[src/rtl/enable_sequencer_if.sv]
// Bus between the trigger source and the enable sequencer: trigger/config
// inputs toward the sequencer, enable bus and status flags back out.
interface enable_sequencer_if #(
    parameter int N  = 4,
    parameter int HW = 8
);
    localparam int SW = $clog2(N + 1);

    logic          trg;
    logic          mode;
    logic [HW-1:0] hold;
    logic          abort;
    logic [N-1:0]  ena;
    logic [SW-1:0] step;
    logic          busy;
    logic          done;
    logic          ovr;

    modport master (
        output trg, mode, hold, abort,
        input  ena, step, busy, done, ovr
    );

    modport slave (
        input  trg, mode, hold, abort,
        output ena, step, busy, done, ovr
    );
endinterface

[src/rtl/enable_sequencer.sv]
// Trigger-edge driven thermometer enable sequencer with programmable step hold.
// Optional abort support is compiled in when SEQ_ABORT_EN is defined.
module enable_sequencer #(
    parameter int N  = 4,
    parameter int HW = 8
) (
    input  logic          clk,
    input  logic          rst,
    enable_sequencer_if.slave bus
);
    localparam int SW = $clog2(N + 1);

    typedef enum logic [1:0] {IDLE, RUN, DONE} state_e;

    state_e        state_q, state_d;
    logic          trg_q, trg_d;
    logic          mode_q, mode_d;
    logic [HW-1:0] hold_q, hold_d;
    logic [HW-1:0] cnt_q, cnt_d;
    logic [N-1:0]  ena_q, ena_d;
    logic [SW-1:0] step_q, step_d;
    logic          busy_q, busy_d;
    logic          done_q, done_d;
    logic          ovr_q, ovr_d;
    logic          trg_edge;
    logic          start;

    // SHRINK clears low bits as s grows; GROW fills from bit 0 upward.
    function automatic logic [N-1:0] pattern(input logic grow, input logic [SW-1:0] s);
        logic [N-1:0] p;
        for (int i = 0; i < N; i++) begin
            p[i] = grow ? (i < int'(s)) : (i >= int'(s) - 1);
        end
        return p;
    endfunction

    assign trg_edge = bus.trg & ~trg_q;
    assign trg_d    = bus.trg;

`ifdef SEQ_ABORT_EN
    assign start = trg_edge & ~bus.abort;
`else
    assign start = trg_edge;
    logic unused_abort;
    assign unused_abort = bus.abort;
`endif

    always_comb begin
        // NOTE: every always_comb output gets a default first, so no path leaves it unassigned (no latch).
        state_d = state_q;
        mode_d  = mode_q;
        hold_d  = hold_q;
        cnt_d   = cnt_q;
        ena_d   = ena_q;
        step_d  = step_q;
        busy_d  = busy_q;
        done_d  = 1'b0;
        ovr_d   = trg_edge && (state_q != IDLE);

        case (state_q)
            IDLE: begin
                if (start) begin
                    state_d = RUN;
                    mode_d  = bus.mode;
                    hold_d  = bus.hold;
                    cnt_d   = '0;
                    step_d  = SW'(1);
                    ena_d   = pattern(bus.mode, SW'(1));
                    busy_d  = 1'b1;
                end
            end
            RUN: begin
`ifdef SEQ_ABORT_EN
                if (bus.abort) begin
                    state_d = IDLE;
                    cnt_d   = '0;
                    ena_d   = '0;
                    step_d  = '0;
                    busy_d  = 1'b0;
                end else
`endif
                if (cnt_q == hold_q) begin
                    cnt_d = '0;
                    if (step_q == SW'(N)) begin
                        state_d = DONE;
                        done_d  = 1'b1;
                        ena_d   = '0;
                        step_d  = '0;
                        busy_d  = 1'b0;
                    end else begin
                        step_d = step_q + SW'(1);
                        ena_d  = pattern(mode_q, step_q + SW'(1));
                    end
                end else begin
                    cnt_d = cnt_q + HW'(1);
                end
            end
            DONE: begin
                state_d = IDLE;
            end
            default: begin
                state_d = IDLE;
                cnt_d   = '0;
                ena_d   = '0;
                step_d  = '0;
                busy_d  = 1'b0;
            end
        endcase
    end

    // NOTE: sequential state uses non-blocking assignments so all flops update from pre-edge values.
    always_ff @(posedge clk) begin
        if (rst) begin
            state_q <= IDLE;
            trg_q   <= 1'b0;
            mode_q  <= 1'b0;
            hold_q  <= '0;
            cnt_q   <= '0;
            ena_q   <= '0;
            step_q  <= '0;
            busy_q  <= 1'b0;
            done_q  <= 1'b0;
            ovr_q   <= 1'b0;
        end else begin
            state_q <= state_d;
            trg_q   <= trg_d;
            mode_q  <= mode_d;
            hold_q  <= hold_d;
            cnt_q   <= cnt_d;
            ena_q   <= ena_d;
            step_q  <= step_d;
            busy_q  <= busy_d;
            done_q  <= done_d;
            ovr_q   <= ovr_d;
        end
    end

    assign bus.ena  = ena_q;
    assign bus.step = step_q;
    assign bus.busy = busy_q;
    assign bus.done = done_q;
    assign bus.ovr  = ovr_q;
endmodule

[src/flat_wrapper.sv]
// flat-port wrapper written by rule: the top's interface ports become plain ports
module enable_sequencer_flat 
#(
    parameter int N  = 4,
    parameter int HW = 8
)
  (clk, rst, bus_trg, bus_mode, bus_hold, bus_abort, bus_ena, bus_step, bus_busy, bus_done, bus_ovr);
  enable_sequencer_if #(.N(N), .HW(HW)) bus_i ();
  input  logic clk;
  input  logic rst;
  input wire logic [$bits(bus_i.trg)-1:0] bus_trg;
  input wire logic [$bits(bus_i.mode)-1:0] bus_mode;
  input wire logic [$bits(bus_i.hold)-1:0] bus_hold;
  input wire logic [$bits(bus_i.abort)-1:0] bus_abort;
  output wire logic [$bits(bus_i.ena)-1:0] bus_ena;
  output wire logic [$bits(bus_i.step)-1:0] bus_step;
  output wire logic [$bits(bus_i.busy)-1:0] bus_busy;
  output wire logic [$bits(bus_i.done)-1:0] bus_done;
  output wire logic [$bits(bus_i.ovr)-1:0] bus_ovr;
  assign bus_i.trg = bus_trg;
  assign bus_i.mode = bus_mode;
  assign bus_i.hold = bus_hold;
  assign bus_i.abort = bus_abort;
  assign bus_ena = bus_i.ena;
  assign bus_step = bus_i.step;
  assign bus_busy = bus_i.busy;
  assign bus_done = bus_i.done;
  assign bus_ovr = bus_i.ovr;
  enable_sequencer #(.N(N), .HW(HW)) u_core (.clk(clk), .rst(rst), .bus(bus_i));
endmodule
[config.mk]
export PLATFORM = sky130hd
export DESIGN_NAME = enable_sequencer_flat
export DESIGN_NICKNAME = d
export VERILOG_FILES = /design/src/rtl/enable_sequencer_if.sv /design/src/rtl/enable_sequencer.sv /design/src/flat_wrapper.sv
export SDC_FILE = /design/constraint.sdc
export NUM_CORES = 1
export LEC_CHECK = 0
export ABC_CLOCK_PERIOD_IN_PS = 2100
export BUFFER_PORTS_ARGS = -buffer_cell sky130_fd_sc_hd__buf_4
export CORE_MARGIN = 8
export CORE_UTILIZATION = 50
export DETAILED_ROUTE_END_ITERATION = 7
export GPL_TIMING_DRIVEN = 0
export PLACE_DENSITY = 0.8
export SKIP_CTS_REPAIR_TIMING = 1
export SYNTH_ARGS = -nofsm -noshare
export SYNTH_HDL_FRONTEND = slang
export SYNTH_SLANG_ARGS = --single-unit
[constraint.sdc]
create_clock -name clk -period 2.1 [get_ports clk]
set_clock_uncertainty 0.15 [all_clocks]
set_input_delay 0.105 -clock clk [delete_from_list [all_inputs] [get_ports clk]]
set_output_delay 0.105 -clock clk [all_outputs]
set_load 0.01 [all_outputs]
# ---- Word level (Yosys, flattened, before mapping)
# Index checks and enable logic that the tools add are counted.
dict set report op_classes {
  eq_ne 7
  n_mux 25
  n_reduce_logical 9
  order_cmp 8
  bitwise 5
  addsub 3
}
# cell count
set ops {}
lappend ops {{$ge A3 B32 Y1 const A} 2}
lappend ops {{$ge A1 B32 Y1 const A} 1}
lappend ops {{$ge A2 B32 Y1 const A} 1}
lappend ops {{$pmux W8 S3} 1}
lappend ops {{$mux W8} 2}
lappend ops {{$mux W4} 3}
lappend ops {{$pmux W4 S3} 1}
lappend ops {{$mux W1} 9}
lappend ops {{$mux W3} 3}
lappend ops {{$pmux W3 S3} 1}
lappend ops {{$add A8 B1 Y8 const B} 1}
lappend ops {{$eq A8 B8 Y1} 1}
lappend ops {{$lt A1 B3 Y1 const A} 2}
lappend ops {{$lt A2 B3 Y1 const A} 2}
lappend ops {{$mux W2} 3}
lappend ops {{$ne A2 B1 Y1 const B} 3}
lappend ops {{$reduce_and A3 Y1} 2}
lappend ops {{$not A1 Y1} 4}
lappend ops {{$pmux W2 S2} 1}
lappend ops {{$reduce_and A2 Y1} 2}
lappend ops {{$reduce_and A4 Y1} 1}
lappend ops {{$sub A3 B1 Y4 const B} 1}
lappend ops {{$add A3 B1 Y3 const B} 1}
lappend ops {{$eq A3 B3 Y1 const B} 1}
lappend ops {{other kinds (8)} 8}
dict set report totals {
  reg_bits 30
  in_bits 13
  output_inout_bits 10
}

# ---- Logic depth before layout (Yosys ltp)
# Gate-level depths: netlist of run 1.
dict set report depth {
  ltp_word 7
  mapped_depth 9
}

# ---- Worst setup path after synthesis of run 1
# Ideal clock, no wire load.
dict set report synth_timing {
  path_type {flip-flop to flip-flop}
  from {reg u_core.step_q[0] (netlist: u_core.bus.step[0])}
  to {reg u_core.ena_q[1] (netlist: u_core.bus.ena[1])}
  period_less_slack_ns 2.266
  setup_slack_ns -0.166
  stages_incl_launch_ff 9
  setup_time_ns 0.091
  n_path_buf 0
  arrival_time_ns 2.025
  cell_sequence {dfxtp_1 ha_1 ha_1 inv_1 ha_1 inv_1 o311ai_0 o2111ai_1 a311oi_1}
}
dict set report synth_via {
  elab_chain_len 7
}
# item line
set synth_rtl {}
lappend synth_rtl {{start: declaration} enable_sequencer.sv:21} ;# logic [SW-1:0] step_q, step_d;
lappend synth_rtl {{start signal: assignment} enable_sequencer.sv:131} ;# step_q <= step_d;
lappend synth_rtl {{$add A3 B1 Y3} enable_sequencer.sv:92} ;# ena_d = pattern(mode_q, step_q + SW'(1));
lappend synth_rtl {{$sub A3 B1 Y4} enable_sequencer.sv:32} ;# p[i] = grow ? (i < int'(s)) : (i >= int'(s) - 1);
lappend synth_rtl {{$ge A2 B32 Y1} enable_sequencer.sv:32}
lappend synth_rtl {{$mux W1} enable_sequencer.sv:32}
lappend synth_rtl {{$mux W4 *} enable_sequencer.sv:84} ;# if (step_q == SW'(N)) begin
lappend synth_rtl {{$mux W4 *} enable_sequencer.sv:82} ;# if (cnt_q == hold_q) begin
lappend synth_rtl {{$pmux W4 S3 *} enable_sequencer.sv:60} ;# case (state_q)
lappend synth_rtl {{end signal: assignment} enable_sequencer.sv:130} ;# ena_q <= ena_d;
lappend synth_rtl {{end: declaration} enable_sequencer.sv:20} ;# logic [N-1:0] ena_q, ena_d;
# Mark *: on every way between the ends. The rest lies on a longest branch, timed or not. The select of a mux whose other input is x is not followed.
# A chain may end at the register's enable or synchronous reset.

# ---- Worst setup path after layout of run 1
# Ends and elaborated chain as after synthesis.

==> results of run 1 <==
power groups by stage:
| stage | sequential (W) | combinational, W | clock (W) |
|---|---|---|---|
| final | 0.000643 | 0.000405 | 0.000368 |
| after global routing | 0.000649 | 0.000448 | 0.000390 |
| after CTS | 0.000643 | 0.000339 | 0.000369 |
| after detailed placement | 0.000656 | 0.000336 | 0 |
| after global placement | 0.000655 | 0.000332 | 0 |
| after floorplan | 0.000660 | 0.000221 | 0 |
cell usage in the layout (no fill, tap or decap), types with 3 or more instances in the layout:
master,count
ha_1,4
nor2_1,9
dfxtp_1,28
buf_4,28
ha_4,3
or3_1,6
clkbuf_1,7
nand3_1,8
a311oi_1,4
xnor2_1,8
o21ai_0,5
a21oi_1,23
and3_1,3
a211oi_1,3
clkbuf_4,5
inv_1,4
nand2_1,30
a31oi_1,6
dlygate4sd3_1,11
layout make-up:
cell class                 count  area [µm²]  area share (%)
inverter                       6       25.02           1.232
buffer                         9       36.28           1.786
sequential                    30       608.1           29.93
timing repair buffer          39       320.3           15.76
clock buffer                   7       55.05           2.709
clock inverter                 1       5.005          0.2463
tap                           33       41.29           2.032
multi-input combinational    143       940.9           46.31
routing by layer:
layer / part of all wire [%] / routed length, µm / GRT usage (%) / vias up
met2: 45 / 1755 / 21.43 / 77
met1: 44 / 1725 / 18.60 / 708
met5: 0 / 0 / 0 / -
met4: 2.2 / 87 / 9.469 / 0
met3: 9.2 / 361 / 4.184 / 11
li1: - / - / - / 763
how the worst min path moves through the flow:
stage,slack [ps],end,from,depth (start not counted)
floorplan,80,u_core.trg_q,bus_trg,1
global placement,180,u_core.trg_q,bus_trg,2
detailed placement,180,u_core.trg_q,bus_trg,2
CTS,-170,u_core.trg_q,bus_trg,2
global route,350,u_core.hold_q[0],u_core.hold_q[0],2
finish,320,u_core.hold_q[3],u_core.hold_q[3],2
state kept, by name (all words and copies together) (netlist names):
register         flops
u_core.cnt_q         8
u_core.bus.busy      1
u_core.mode_q        1
u_core.state_q       2
u_core.bus.done      1
u_core.bus.ovr       1
u_core.bus.step      3
u_core.trg_q         1
u_core.bus.ena       4
u_core.hold_q        8
stage by stage:
stage	std cells	hold slack, ps
floorplan	188	83.18
finish	268	323.3
detailed placement	242	184.4
global route	268	348.7
global placement	242	177.6
CTS	250	-165.9
critical path, cell delays in order (launching register included):
cell and delay, ps:
dfxtp_4 380, ha_4 180, ha_4 280, inv_4 40, ha_4 270, inv_2 50, o311ai_1 320, o2111ai_1 160
a311oi_1 250
cell families after synthesis:
kind of cell             after synthesis  share of synthesized area (%)
AND/OR/NAND/NOR                       75                          24.55
multiplexers                           2                          1.305
buffers and inverters                 15                          3.833
AO/OA/AOI/OAI                         50                          20.07
flip-flops                            30                          39.15
adder cells (fa/ha/maj)                8                          6.526
XOR/XNOR                               8                          4.568
==> impl_results.md, run 1 <==
* Status: finished, violations left
* Failing checks: setup timing
* Seq/Total Area, Yosys at 39.15%
* Final Critical Period at 2168 ps
* Worst flop-to-flop path startpoint: u_core.bus.step[0]
* Overall routed net length at 3.929 mm
* Peak VDD IR at 0.5149 mV
* Root Buffer: clkbuf_4
* Dpl ws at -230.6 ps
* Pleak at 0.7711 nW
* Dpl cell area at 1763 µm²
* Die ar. at 5097 µm²
* Post-synth top cells: dfxtp_1, nand2_1, a21oi_1
* Sw Share at 32.75%
* Clk_lat worst skew at 340 ps
* Sequential power share at 45.4%
* Synth top area share at 39.15%
* Global route overflow at 0
* IO Count at 23
* Total track usage at 14.77%
* Setup Viol. Count Final at 2
* Worst reg-to-reg path cell count at 8
* Final Hold Fails at 0
* Power Density at 697.0 nW/µm²
* Final max-slew violation count at 0
* DRC violations left at 0
* DR pass1 iterations at 4
* Mapped cell area at 1534 µm²
* Worst-path fanout max at 6
* Routed WL per cell at 14.66 µm
* Clock share of power at 26.0%
* Die extent in x at 71.39 µm
* Initial Util at 51.51%
* Reg-to-reg slack, setup at -70 ps
* Worst setup EP type: register
* CTS tree: yes
* Ys flop type: dfxtp_1
* Combinational power share at 28.6%
* Area leader, netlist: dfxtp_1
* FMAX at 461.2 MHz
* Post-DP HPWL at 2.544 mm
* Post-synth EDFFs at 0
* Non-Filler Cell Area, Final at 2032 µm²
* Worst-case clock buffer depth at 2
* FFs w/ async S/R, synth at 0%
* Worst path required time at 2210 ps
* Cell Rows at 20
* Psw at 0.0004638 W
* Crit path from: u_core.bus.step[0]
* Ys Warns at 0
* Core area at 2978 µm²
* First-pass GRT wire length at 5.968 mm
* Die Height at 71.39 µm
* Cell count after synthesis at 188
* Top cells by area, synth: dfxtp_1, a21oi_1, nand2_1
* Num CTS Buffers at 5
* Sink Count at 30
* Routability cong. at 0.8895
* Critical path class: reg2reg
* Fillers at 241
* Slew HR at 49.23%
* Via count at 1,559
* Setup slack after layout at -68.37 ps
* Distinct cells, synth at 36
* Final period util at 103.3%
* HP Class: reg2reg
* Total power at 0.001416 W
* H-tree depth at 2
* Mean number of vias per cell at 5.817
* Antenna violations before repair at 0
* Final ANT Viol Nets at 0
* Worst EP arrival at 2280 ps
* Post-synthesis area per instance at 8.159 µm²
* Clock Pin Slew Worst Setup and Hold Paths at 100 ps
* Vias in the first global route at 1,289
* Setup TNS at -85.03 ps
* Share of layout cells above drive strength 1 at 22.98%
* Power Internal at 0.0009524 W
* Final core occ at 68.24%
* FF-to-FF End: u_core.bus.ena[1]
* Synth Register Bits at 30
* Max-Cap Viols at 0
* Worst-margin pin slew at 757.4 ps
* Port-buffer cells at 21
* Nature of the critical path startpoint: register
* Ant. Diodes at 0
* RSZ-0062 raised after global routing: true
* DRT iter0 DRCs at 126
* End point of the critical path: u_core.bus.ena[1]
* Area Growth Syn to Fin at 32.46%
* Syn_nets at 209
* Final nets at 255
* Largest net degree at the start of global routing at 11
Power figures use the tool's default switching activity.
==> run 2: changes to the inputs <==
--- a/config.mk
+++ b/config.mk
@@ -8,10 +8,11 @@
 export ABC_CLOCK_PERIOD_IN_PS = 2100
 export BUFFER_PORTS_ARGS = -buffer_cell sky130_fd_sc_hd__buf_4
 export CORE_MARGIN = 8
-export CORE_UTILIZATION = 50
+export CORE_UTILIZATION = 45
 export DETAILED_ROUTE_END_ITERATION = 7
 export GPL_TIMING_DRIVEN = 0
-export PLACE_DENSITY = 0.8
+export PLACE_DENSITY = 0.74
+export REMOVE_ABC_BUFFERS = 1
 export SKIP_CTS_REPAIR_TIMING = 1
 export SYNTH_ARGS = -nofsm -noshare
 export SYNTH_HDL_FRONTEND = slang
==> run 2 against run 1 <==
Effect of this change:
- the flow still finishes with violations (setup timing)
- clock power shrank 3%
- combinational power down 8.4%
- sequential power rose by 1%
- design area down 0.74%
- via count is 7.8% lower
- core utilization fell by 7.3 points
- maximum frequency fell by 0.60%
- total power is 2.5% lower
- worst setup slack got worse by 13 ps
- critical path type unchanged
==> impl_results.md, run 2 (synthesis results as in run 1) <==
* Status: finished, violations left
* Failing checks: setup timing
* Worst path required time at 2180 ps
* Worst setup EP type: register
* Clk_lat worst skew at 320 ps
* Initial Util at 46.33%
* Crit-path most repeated cell: ha_4
* Fillers at 294
* Slowest cell on crit path: dfxtp_4
* Clock Pin Slew Worst Setup and Hold Paths at 100 ps
* Routability cong. at 0.8384
* Cell Rows at 21
* Worst-margin pin slew at 611.7 ps
* FMAX at 458.4 MHz
* Critical path's largest stage delay at 380 ps
* Die Height at 74.39 µm
* Pleak at 0.7541 nW
* Final max-slew violation count at 0
* Overall routed net length at 3.678 mm
* Vias in the first global route at 1,235
* Slew HR at 59.00%
* Share of layout cells above drive strength 1 at 22.57%
* Sink Count at 30
* Antenna violations before repair at 0
* Num CTS Buffers at 5
* Total track usage at 12.72%
* DRT iter0 DRCs at 78
* Most frequent cells in the layout: nand2_1, buf_4, dfxtp_1, a21oi_1, dlygate4sd3_1
* Final Hold Fails at 0
* Most common cell after layout, fill and taps aside: nand2_1
* CP Cell Sequence: ha_4 > ha_4 > inv_4 > ha_4 > nand2b_4 > o211ai_1 > o311ai_1 > o2111ai_1 > a311oi_1
* RSZ-0062 raised after global routing: true
* Crit path max-delay family: adder cells
* Area Growth Syn to Fin at 31.48%
* Hold_ws at 323.8 ps
* HP Class: reg2reg
* Core area at 3311 µm²
* Routed WL per cell at 13.52 µm
* Largest net degree at the start of global routing at 30
* Nature of the critical path startpoint: register
* Die extent in x at 74.39 µm
* Post-DP HPWL at 2.326 mm
* Worst-case clock buffer depth at 2
* Via count at 1,438
* DR pass1 iterations at 4
* Setup slack after layout at -81.46 ps
* Dpl ws at -381.4 ps
* H-tree depth at 2
* Worst EP arrival at 2260 ps
* First-pass GRT wire length at 5.478 mm
* Power Density at 684.4 nW/µm²
* Max-Cap Viols at 0
* CTS tree: yes
* Final Critical Period at 2181 ps
* Final nets at 246
* Final ANT Viol Nets at 0
* Global route overflow at 0
* Final period util at 103.9%
* Root Buffer: clkbuf_4
* Critical path class: reg2reg
* Setup Viol. Count Final at 1
* Mean number of vias per cell at 5.287
* Port-buffer cells at 21
* Peak VDD IR at 0.4238 mV
* Worst-path fanout max at 5
* Sum of buffers and inverters on the critical path at 1
* Die ar. at 5533 µm²
* DRC violations left at 0
* IO Count at 23
* Ant. Diodes at 0
run 2: cell types whose count changed in the layout (fill, tap and decap cells not counted), sizes merged:
cell / before / now
buf: 31 / 28
clkbuf: 13 / 7
run 2: where the power goes:
| group | internal [W] | switching (W) | leakage, nW |
|---|---|---|---|
| Combinational | 0.000169 | 0.000203 | 0.472 |
| Clock | 0.000162 | 0.000195 | 0.0353 |
| Sequential | 0.000610 | 0.0000420 | 0.246 |
| Total | 0.000941 | 0.000440 | 0.754 |
run 2: layout make-up:
| class | instances | area, µm² | area share, % |
|---|---|---|---|
| inverters | 6 | 25.02 | 1.241 |
| clock buffers | 7 | 55.05 | 2.730 |
| well taps | 46 | 57.56 | 2.854 |
| repair buffers | 39 | 320.3 | 15.88 |
| multi-input cells | 143 | 945.9 | 46.90 |
| flip-flops and latches | 30 | 608.1 | 30.15 |
| clock inverters | 1 | 5.005 | 0.2481 |
run 2: worst reg2reg max path: cells and delay by family (launching register included):
kind                       cells  cell delay (ps)
AOI/OAI and AO/OA              4              670
DFF                            1              380
and+or+nand+nor                1              120
buffers and inverters          1               40
adders and majority gates      3              730
run 2: path summary, 6_finish.rpt:
path / startpoint / end / slack [ps] / cells past startpoint
min: u_core.hold_q[7] / u_core.hold_q[7] / 320 / 2
min reg2reg: u_core.hold_q[7] / u_core.hold_q[7] / 320 / 2
max reg2reg: u_core.bus.step[0] / u_core.bus.ena[1] / -80 / 9
max: u_core.bus.step[0] / u_core.bus.ena[1] / -80 / 9
run 2: metrics by stage:
stage / utilization (%) / cell area, µm² / TNS (ps) / instances / power (W)
after floorplan: - / 1498 / -193.9 / 179 / 0.0008628
after global placement: 51.74 / 1713 / -745.6 / 246 / 0.0009727
after detailed placement: 51.74 / 1713 / -641.3 / 246 / 0.0009735
after CTS: 53.55 / 1773 / -746.0 / 254 / 0.001329
after global routing: 60.92 / 2017 / -148.8 / 272 / 0.001462
final: 60.92 / 2017 / -81.46 / 272 / 0.001380
run 2: routing by layer:
| layer | up-vias | track usage [%] | share of wire (%) |
|---|---|---|---|
| met5 | - | 0 | 0 |
| met4 | 0 | 6.739 | 1.7 |
| met3 | 6 | 4.447 | 4.7 |
| met2 | 30 | 18.97 | 47 |
| met1 | 654 | 15.60 | 47 |
| li1 | 748 | - | - |
